## src/rtl/isa_capture_uart_dumper.sv

```systemverilog
// isa_capture_uart_dumper
//   Drains the ISA bus capture buffer once it reports Ready. Each 26-bit record
//   is fetched with a single ReadClock pulse, then sent to the host over an
//   8N1 UART as a self-synchronising 4-byte frame. Only the first byte of a
//   frame has bit 7 set, so the host can realign after any dropped byte.
//
// Ports:
//   Clock50MHz  in   system clock
//   Reset       in   asynchronous, active-high
//   Ready       in   capture buffer full and readable
//   MemData     in   capture buffer read data (26 bits)
//   ReadClock   out  capture buffer read clock; falling edge advances address
//   Tx          out  UART serial output, idle high
//   Busy        out  dump in progress
//   Done        out  all DEPTH records sent; held until Ready falls
//   WordCount   out  index of the record currently being sent
//
// State table:
//   IDLE  | waiting for Ready
//   RD_HI | ReadClock high, buffer registering address (two cycles)
//   LATCH | ReadClock high, MemData captured into word register
//   RD_LO | ReadClock low, upstream address advances; UART start is loaded
//   SEND  | shifting the 4-byte frame out on Tx
//   NEXT  | terminal record check / WordCount increment
//   DONE  | all records sent, waiting for Ready to fall

module isa_capture_uart_dumper #(
  parameter int CLK_HZ = 50000000,
  parameter int BAUD   = 115200,
  parameter int DEPTH  = 4096,
  parameter int AW     = 12
) (
  input  logic          Clock50MHz,
  input  logic          Reset,
  input  logic          Ready,
  input  logic [25:0]   MemData,
  output logic          ReadClock,
  output logic          Tx,
  output logic          Busy,
  output logic          Done,
  output logic [AW-1:0] WordCount
);

  localparam int DIV = CLK_HZ / BAUD;
  localparam int BW  = (DIV > 1) ? $clog2(DIV) : 1;
  localparam logic [BW-1:0] DIV_M1 = BW'(DIV - 1);
  localparam logic [AW-1:0] LAST   = AW'(DEPTH - 1);

  localparam logic [2:0] S_IDLE  = 3'd0;
  localparam logic [2:0] S_RD_HI = 3'd1;
  localparam logic [2:0] S_LATCH = 3'd2;
  localparam logic [2:0] S_RD_LO = 3'd3;
  localparam logic [2:0] S_SEND  = 3'd4;
  localparam logic [2:0] S_NEXT  = 3'd5;
  localparam logic [2:0] S_DONE  = 3'd6;

  logic [2:0]    state_q,    state_d;
  logic          rd_wait_q,  rd_wait_d;
  logic [25:0]   word_q,     word_d;
  logic [8:0]    shift_q,    shift_d;
  logic [3:0]    bit_idx_q,  bit_idx_d;
  logic [1:0]    byte_idx_q, byte_idx_d;
  logic [BW-1:0] baud_q,     baud_d;
  logic          abort_q,    abort_d;
  logic          tx_q,       tx_d;
  logic          rclk_q,     rclk_d;
  logic          busy_q,     busy_d;
  logic          done_q,     done_d;
  logic [AW-1:0] wcnt_q,     wcnt_d;
  logic          last_rec;

  function automatic logic [7:0] frame_byte(input logic [25:0] w, input logic [1:0] idx);
    logic [7:0] b;
    case (idx)
      2'd0:    b = {3'b100, w[25:21]};
      2'd1:    b = {1'b0, w[20:14]};
      2'd2:    b = {1'b0, w[13:7]};
      default: b = {1'b0, w[6:0]};
    endcase
    return b;
  endfunction

  always_comb begin
    state_d    = state_q;
    rd_wait_d  = rd_wait_q;
    word_d     = word_q;
    shift_d    = shift_q;
    bit_idx_d  = bit_idx_q;
    byte_idx_d = byte_idx_q;
    baud_d     = baud_q;
    abort_d    = abort_q;
    tx_d       = tx_q;
    wcnt_d     = wcnt_q;

    case (state_q)
      S_IDLE: begin
        abort_d = 1'b0;
        if (Ready) begin
          state_d   = S_RD_HI;
          rd_wait_d = 1'b0;
        end
      end
      S_RD_HI: begin
        if (!Ready) state_d = S_IDLE;
        else if (rd_wait_q) state_d = S_LATCH;
        else rd_wait_d = 1'b1;
      end
      S_LATCH: begin
        if (!Ready) state_d = S_IDLE;
        else begin
          word_d  = MemData;
          state_d = S_RD_LO;
        end
      end
      S_RD_LO: begin
        if (!Ready) state_d = S_IDLE;
        else begin
          state_d    = S_SEND;
          tx_d       = 1'b0;
          shift_d    = {1'b1, frame_byte(word_q, 2'd0)};
          bit_idx_d  = 4'd0;
          byte_idx_d = 2'd0;
          baud_d     = DIV_M1;
          abort_d    = 1'b0;
        end
      end
      S_SEND: begin
        // A falling Ready is remembered so the current byte still finishes
        // cleanly even if Ready comes back before the stop bit ends.
        if (!Ready) abort_d = 1'b1;
        if (baud_q != '0) begin
          baud_d = baud_q - BW'(1);
        end else if (bit_idx_q == 4'd9) begin
          if (abort_q || !Ready) state_d = S_IDLE;
          else if (byte_idx_q == 2'd3) state_d = S_NEXT;
          else begin
            byte_idx_d = byte_idx_q + 2'd1;
            tx_d       = 1'b0;
            shift_d    = {1'b1, frame_byte(word_q, byte_idx_q + 2'd1)};
            bit_idx_d  = 4'd0;
            baud_d     = DIV_M1;
          end
        end else begin
          tx_d      = shift_q[0];
          shift_d   = {1'b1, shift_q[8:1]};
          bit_idx_d = bit_idx_q + 4'd1;
          baud_d    = DIV_M1;
        end
      end
      S_NEXT: begin
        // All records are already on the wire at this point, so the terminal
        // case completes even if Ready is dropping.
        if (wcnt_q == LAST) state_d = S_DONE;
        else if (!Ready) state_d = S_IDLE;
        else begin
          wcnt_d    = wcnt_q + AW'(1);
          state_d   = S_RD_HI;
          rd_wait_d = 1'b0;
        end
      end
      S_DONE: begin
        if (!Ready) state_d = S_IDLE;
      end
      default: state_d = S_IDLE;
    endcase

    if (state_d == S_IDLE) wcnt_d = '0;
    if (state_d != S_SEND) tx_d = 1'b1;
  end

  // Busy/Done look one state ahead so they change in the first cycle after
  // the final stop bit, not one cycle later when NEXT resolves.
  assign last_rec = (state_d == S_NEXT) && (wcnt_q == LAST);
  assign rclk_d   = (state_d == S_RD_HI) || (state_d == S_LATCH);
  assign done_d   = (state_d == S_DONE) || last_rec;
  assign busy_d   = (state_d != S_IDLE) && (state_d != S_DONE) && !last_rec;

  always_ff @(posedge Clock50MHz or posedge Reset) begin
    if (Reset) begin
      state_q    <= S_IDLE;
      rd_wait_q  <= 1'b0;
      word_q     <= '0;
      shift_q    <= '1;
      bit_idx_q  <= '0;
      byte_idx_q <= '0;
      baud_q     <= '0;
      abort_q    <= 1'b0;
      tx_q       <= 1'b1;
      rclk_q     <= 1'b0;
      busy_q     <= 1'b0;
      done_q     <= 1'b0;
      wcnt_q     <= '0;
    end else begin
      state_q    <= state_d;
      rd_wait_q  <= rd_wait_d;
      word_q     <= word_d;
      shift_q    <= shift_d;
      bit_idx_q  <= bit_idx_d;
      byte_idx_q <= byte_idx_d;
      baud_q     <= baud_d;
      abort_q    <= abort_d;
      tx_q       <= tx_d;
      rclk_q     <= rclk_d;
      busy_q     <= busy_d;
      done_q     <= done_d;
      wcnt_q     <= wcnt_d;
    end
  end

  assign ReadClock = rclk_q;
  assign Tx        = tx_q;
  assign Busy      = busy_q;
  assign Done      = done_q;
  assign WordCount = wcnt_q;

endmodule

```

## config.mk

```make
export PLATFORM = sky130hd
export DESIGN_NAME = isa_capture_uart_dumper
export DESIGN_NICKNAME = d
export VERILOG_FILES = /design/src/rtl/isa_capture_uart_dumper.sv
export SDC_FILE = /design/constraint.sdc
export NUM_CORES = 1
export LEC_CHECK = 0
export BUFFER_PORTS_ARGS = -buffer_cell sky130_fd_sc_hd__buf_2
export CAP_MARGIN = 15
export CELL_PAD_IN_SITES_DETAIL_PLACEMENT = 2
export CELL_PAD_IN_SITES_GLOBAL_PLACEMENT = 2
export CORE_MARGIN = 4
export CORE_UTILIZATION = 38
export DETAILED_ROUTE_END_ITERATION = 8
export GPL_ROUTABILITY_DRIVEN = 0
export PLACE_DENSITY_LB_ADDON = 0.3
export SYNTH_ARGS = -nofsm -noshare
export SYNTH_HDL_FRONTEND = slang
export SYNTH_SLANG_ARGS = --single-unit
```

## constraint.sdc

```tcl
create_clock -name Clock50MHz -period 2.6 [get_ports Clock50MHz]
set_input_delay 0.52 -clock Clock50MHz [delete_from_list [all_inputs] [get_ports Clock50MHz]]
set_output_delay 0.52 -clock Clock50MHz [all_outputs]
set_load 0.05 [all_outputs]
```

* Word-level counts from Yosys, hierarchy flattened
Index checks and enable logic that the tools add are counted.
Cells by class: $add $sub $neg 4, eq/ne operators 34, mux-type cells 55, reduce and logical (&&, ||, !) cells 27
Operator list (count):
- $mux W9 | 10
- $mux W12 | 4
- $pmux W9 S2 | 2
- $mux W3 | 10
- $pmux W8 S3 | 1
- $pmux W3 S7 | 1
- $mux W4 | 5
- $ne A3 B3 Y1 const B | 6
- $ne A2 B2 Y1 const B | 8
- $ne A4 B4 Y1 const B | 4
- $eq A3 B3 Y1 const B | 5
- $add A12 B1 Y12 const B | 1
- $eq A12 B12 Y1 const B | 1
- $mux W2 | 6
- $reduce_bool A3 Y1 | 4
- $mux W1 | 11
- $reduce_and A5 Y1 | 2
- $eq A3 B2 Y1 const B | 3
- $reduce_and A3 Y1 | 3
- $reduce_bool A9 Y1 | 1
- $sub A9 B1 Y9 const B | 1
- $pmux W4 S2 | 1
- $eq A3 B1 Y1 const B | 2
- $logic_not A3 Y1 | 2
- 17 further kinds | 26
Storage, ports and cells: register bits after elaboration 71, bits of input ports 29, output and inout bits 16, word-level logic and storage cells 133

* Longest topological paths before layout
depth after elaboration 10, mapped depth 9, mapped depth without buffers 8

* Least setup slack after synthesis
OpenSTA, ideal clock, no wires.
kind register -> register, start register wcnt_q[0], in the netlist WordCount[0], end register wcnt_q[3], in the netlist WordCount[3], setup time 120 ps, arrival 2198 ps, required time 2480 ps, slack 283 ps, cell stages (with the launch flop) 10, buffers on the path 2, period minus slack after synthesis 2317 ps, cell sequence dfrtp_1 ha_1 nand3_1 or4_4 buf_6 nand3_4 nand2b_4 nor3_4 buf_6 nor2_2
Between the ends: word-level cells in the longest chain between the ends 6, elaborated cells between the ends (all ways) 13, classes of those cells add/sub (1); eq/ne (2); mux (6); reduce/logical (4)
RTL lines:
- start, declared | line 69 | logic [AW-1:0] wcnt_q, wcnt_d;
- start signal, assigned | line 206 | wcnt_q <= wcnt_d;
- $eq A12 B12 Y1 * | line 153 | if (wcnt_q == LAST) state_d = S_DONE;
- $mux W3 * | line 153
- $pmux W3 S7 * | line 95 | case (state_q)
- named net state_d[0] | line 57 | logic [2:0] state_q, state_d;
- $logic_not A3 Y1 * | line 167 | if (state_d == S_IDLE) wcnt_d = '0;
- $ne A2 B1 Y1 (no line) / $reduce_bool A2 Y1 (equally long branches)
- $reduce_and A3 Y1 (no line)
The timed path passes the listed nets; every way through them passes the cells marked *. The select of a mux whose other input is x is not followed. A chain may end at the register's enable or synchronous reset.

* Worst setup path in the final report
start register byte_idx_q[0], end register shift_q[6]
Between the ends: word-level cells in the longest chain between the ends 8, elaborated cells between the ends (all ways) 13, classes of those cells add/sub (1); eq/ne (4); mux (6); reduce/logical (2)
RTL lines:
- start, declared | line 62 | logic [1:0] byte_idx_q, byte_idx_d;
- start signal, assigned | line 199 | byte_idx_q <= byte_idx_d;
- $add A2 B1 Y2 | line 139 | shift_d = {1'b1, frame_byte(word_q, byte_idx_q + 2'd1)};
- $eq A2 B2 Y1, or another cell as far along | line 74 | case (idx)
- $pmux W8 S3 | line 74
- $mux W9 | line 135 | else if (byte_idx_q == 2'd3) state_d = S_NEXT;
- $mux W9 | line 134 | if (abort_q || !Ready) state_d = S_IDLE;
- $mux W9 | line 133 | end else if (bit_idx_q == 4'd9) begin
- $mux W9 | line 131 | if (baud_q != '0) begin
- $pmux W9 S2 | line 95
- end signal, assigned | line 197 | shift_q <= shift_d;
- end, declared | line 60 | logic [8:0] shift_q, shift_d;
Several ways; a longest one is shown, not always the timed one. The select of a mux whose other input is x is not followed.

==> impl_metrics.tcl <==
set metrics [dict create \
    grt_use_total_pct 18.7 \
    power_density_mw_per_mm2 951 \
    die_w_um 106 \
    status "finished, final reports clean" \
    fp-row-count 35 \
    path_clk_slew_ns 0.10 \
    leakagePower_uw 0.00179 \
    dp_hpwl_mm 7.01 \
    dr.pass1.iters 4 \
    setup_tns_ns 0 \
    p_sw_uw 1560 \
    crit_type "reg -> reg" \
    hold_buffers 0 \
    ys.flop_type "dfrtp_1" \
    ys_ff_latch 70 \
    hold_viol 0 \
    drive_gt1_share_pct 33.4 \
    grt_pass1_wl_mm 16.8 \
    clock-sinks 70 \
    setup_violations 0 \
    core-area_mm2 0.00928 \
    h-tree-depth 3 \
    synth_cell_types 57 \
    path_max_fanout 18 \
    antenna_found_initial 0 \
    skew_ns 0.0199 \
    post_cts_resized 0 \
    synth-warning-count 0 \
    post_cts_buffers 0 \
    grt_overflow 0 \
    internal_power_uw 2430 \
    drv_cap 0 \
    place_inst 511 \
    cts_made_buffers 9 \
    worst-slew-pin-transition_ns 0.549 \
    final.fill_count 1023 \
    end_kind "register" \
    final_cell_area_mm2 0.00420 \
    diodes 0 \
    pwr-share-comb_pct 33.1 \
    cp.required_ns 2.90 \
    synth_compound_area_share_pct 13.6 \
    yosysSeqAreaShare_pct 48.4 \
    swShare_pct 39.1 \
    drt_iter0_markers 105 \
    die_y_um 106 \
    final_util_pct 45.3 \
    syn-cell-area_mm2 0.00364 \
    routed_wirelength_mm 9.74 \
    worstPathArrival_ns 2.66 \
    wl_per_cell_um 18.5 \
    min_path_type "in -> async" \
    drv_slew 0 \
    dpl_cell_area_mm2 0.00402 \
    relSlewSlack_pct 63.4 \
    antenna_left 0 \
    period_needed_ns 2.36 \
    synthXorXnorAreaFrac_pct 3.60 \
    via_per_inst 5.37 \
    dieArea_mm2 0.0112 \
    synthAdderAreaFrac_pct 3.43 \
    syn_avg_cell_area_um2 10.7 \
    rsz0062_at_grt "false" \
    clkPwrFrac_pct 20.8 \
    instances_no_fill 527 \
    synth-simple-area-share_pct 19.7 \
    worstSkewPairLatency_ns 0.36 \
    synthMuxAreaShare_pct 8.34 \
    synth_edf_count 0 \
    fin_crit_sh_pct 90.7 \
    numPortBuffers 44 \
    worst_setup_path_start_kind "register" \
    post-route-drc-count 0 \
    io_pins 45 \
    cts_buffer_depth 2 \
    fmax_ghz 0.424 \
    grt_max_degree 42 \
    cts-root-buf "clkbuf_8" \
    dr_total_vias 2830 \
    synthCells 341 \
    holdWs_ns 0.229 \
    synth_nets 380 \
    grt_pass1_vias 3196 \
    p_seq_share_pct 46.1 \
    start_util_pct 39.3 \
    nNetsFinal 432 \
    synth_top_family_by_area "simple AND/OR/NAND/NOR gates" \
    cts_tree "yes" \
    async_flop_share_pct 100 \
    vdd_drop_max_mv 0.415 \
    syn_to_final_growth_pct 15.3 \
]
synthesized netlist by cell type (all sizes together) (2+ instances only):
master | number | area [um2]
a21o | 2 | 15.0
nand2b | 3 | 26.3
xor2 | 6 | 52.6
mux2 | 27 | 304
a21oi | 20 | 104
o31ai | 9 | 81.3
dfrtp | 61 | 1530
dfstp | 9 | 236
nor4b | 2 | 30.0
clkbuf | 5 | 18.8
and3b | 2 | 17.5
o21bai | 2 | 37.5
nand3 | 14 | 82.6
and3 | 2 | 12.5
xnor2 | 9 | 78.8
nand4 | 3 | 18.8
nand3b | 4 | 30.0
nor2 | 44 | 190
nor3b | 2 | 26.3
buf | 7 | 53.8
nor4 | 5 | 46.3
ha | 10 | 125
a221o | 3 | 30.0
o21ai | 18 | 93.8
a222oi | 5 | 50.1
inv | 9 | 33.8
a22oi | 2 | 15.0
nor3 | 6 | 41.3
nand2 | 34 | 130
power groups by stage:
stage,clock network [uW],logic [uW],registers [uW]
2_1_floorplan,0,961,1800
3_3_place_gp,0,1260,1840
3_5_place_dp,0,1330,1860
4_1_cts,855,1350,1850
5_1_grt,909,1490,1910
6_report,833,1320,1840
stage by stage:
step / power (uW) / worst slack, ns
detailed placement: 3190 / 0.238
global route: 4310 / 0.0232
CTS: 4050 / 0.216
global placement: 3100 / 0.417
finish: 4000 / 0.242
floorplan: 2760 / 0.283
final cells by class:
| cell class | instances | area [um2] | area share, % |
|---|---|---|---|
| clock buffer | 9 | 124 | 2.95 |
| clock inverter | 7 | 55.1 | 1.31 |
| inverter | 9 | 33.8 | 0.804 |
| multi-input combinational | 250 | 1780 | 42.3 |
| sequential | 70 | 1760 | 41.9 |
| tap | 129 | 161 | 3.84 |
| timing repair buffer | 53 | 288 | 6.85 |
metal layers:
layer	up-vias	global-route usage [%]	share of wire (%)
met5	-	0	0
met4	0	5.55	1.3
met3	12	2.67	3.4
met2	48	32.5	51
met1	1444	24.1	45
li1	1326	-	-
path summary, 6_finish.rpt:
path / start / end / slack [ns] / depth (start not counted)
setup / recovery: byte_idx_q[0] / shift_q[6] / 0.24 / 7
setup reg to reg: byte_idx_q[0] / shift_q[6] / 0.24 / 7
max in group asynchronous: Reset / shift_q[2] / 1.91 / 3
min in group Clock50MHz: MemData[6] / word_q[6] / 0.38 / 2
hold / removal: Reset / word_q[6] / 0.23 / 3
hold reg to reg: shift_q[4] / shift_q[4] / 0.48 / 2
sequential cells by signal, indices dropped and copies added, names as in the netlist:
register,count
Busy,1
byte_idx_q,2
Tx,1
state_q,3
rd_wait_q,1
WordCount,12
abort_q,1
Done,1
baud_q,9
shift_q,8
bit_idx_q,4
word_q,26
ReadClock,1
logic make-up (layout without fill, tap and decap cells):
logic type	count (synthesis)	in the layout
compound gates	69	69
xor+xnor	15	15
fa+ha+maj	10	10
buf+inv	21	78
flops	70	70
mux	27	27
simple gates	129	129
cell usage in the layout (no fill, tap or decap), types with 2 or more instances in the layout:
cell type,Yosys,final
nand3_1,13,13
nand2b_1,2,2
nor2_2,10,11
clkbuf_8,0,9
nor2_1,34,33
o31ai_1,8,8
clkinvlp_4,0,2
ha_1,10,10
nand3b_1,4,4
xor2_1,6,6
buf_4,0,9
and3b_1,2,2
dfstp_2,9,9
a222oi_1,5,5
nor3_1,5,5
a21oi_1,19,19
o21bai_4,2,2
buf_2,4,44
mux2_2,27,27
a21o_1,2,2
o21ai_0,16,16
nor4_1,4,4
and3_1,2,2
a22oi_1,2,2
nor4b_2,2,2
inv_1,9,8
nand4_1,3,3
xnor2_1,9,9
nand2_1,33,33
dfrtp_1,61,61
inv_6,0,3
a221o_1,3,3
worst max-delay path, stage by stage, from the launching register on:
cell and delay (ns):
dfrtp_1 0.43, ha_1 0.27, nor3b_1 0.35, nand4b_1 0.19, a21o_1 0.29, nand2_2 0.28, nor4_1 0.33, a221o_1 0.17
(Power assumes the default switching activity.)
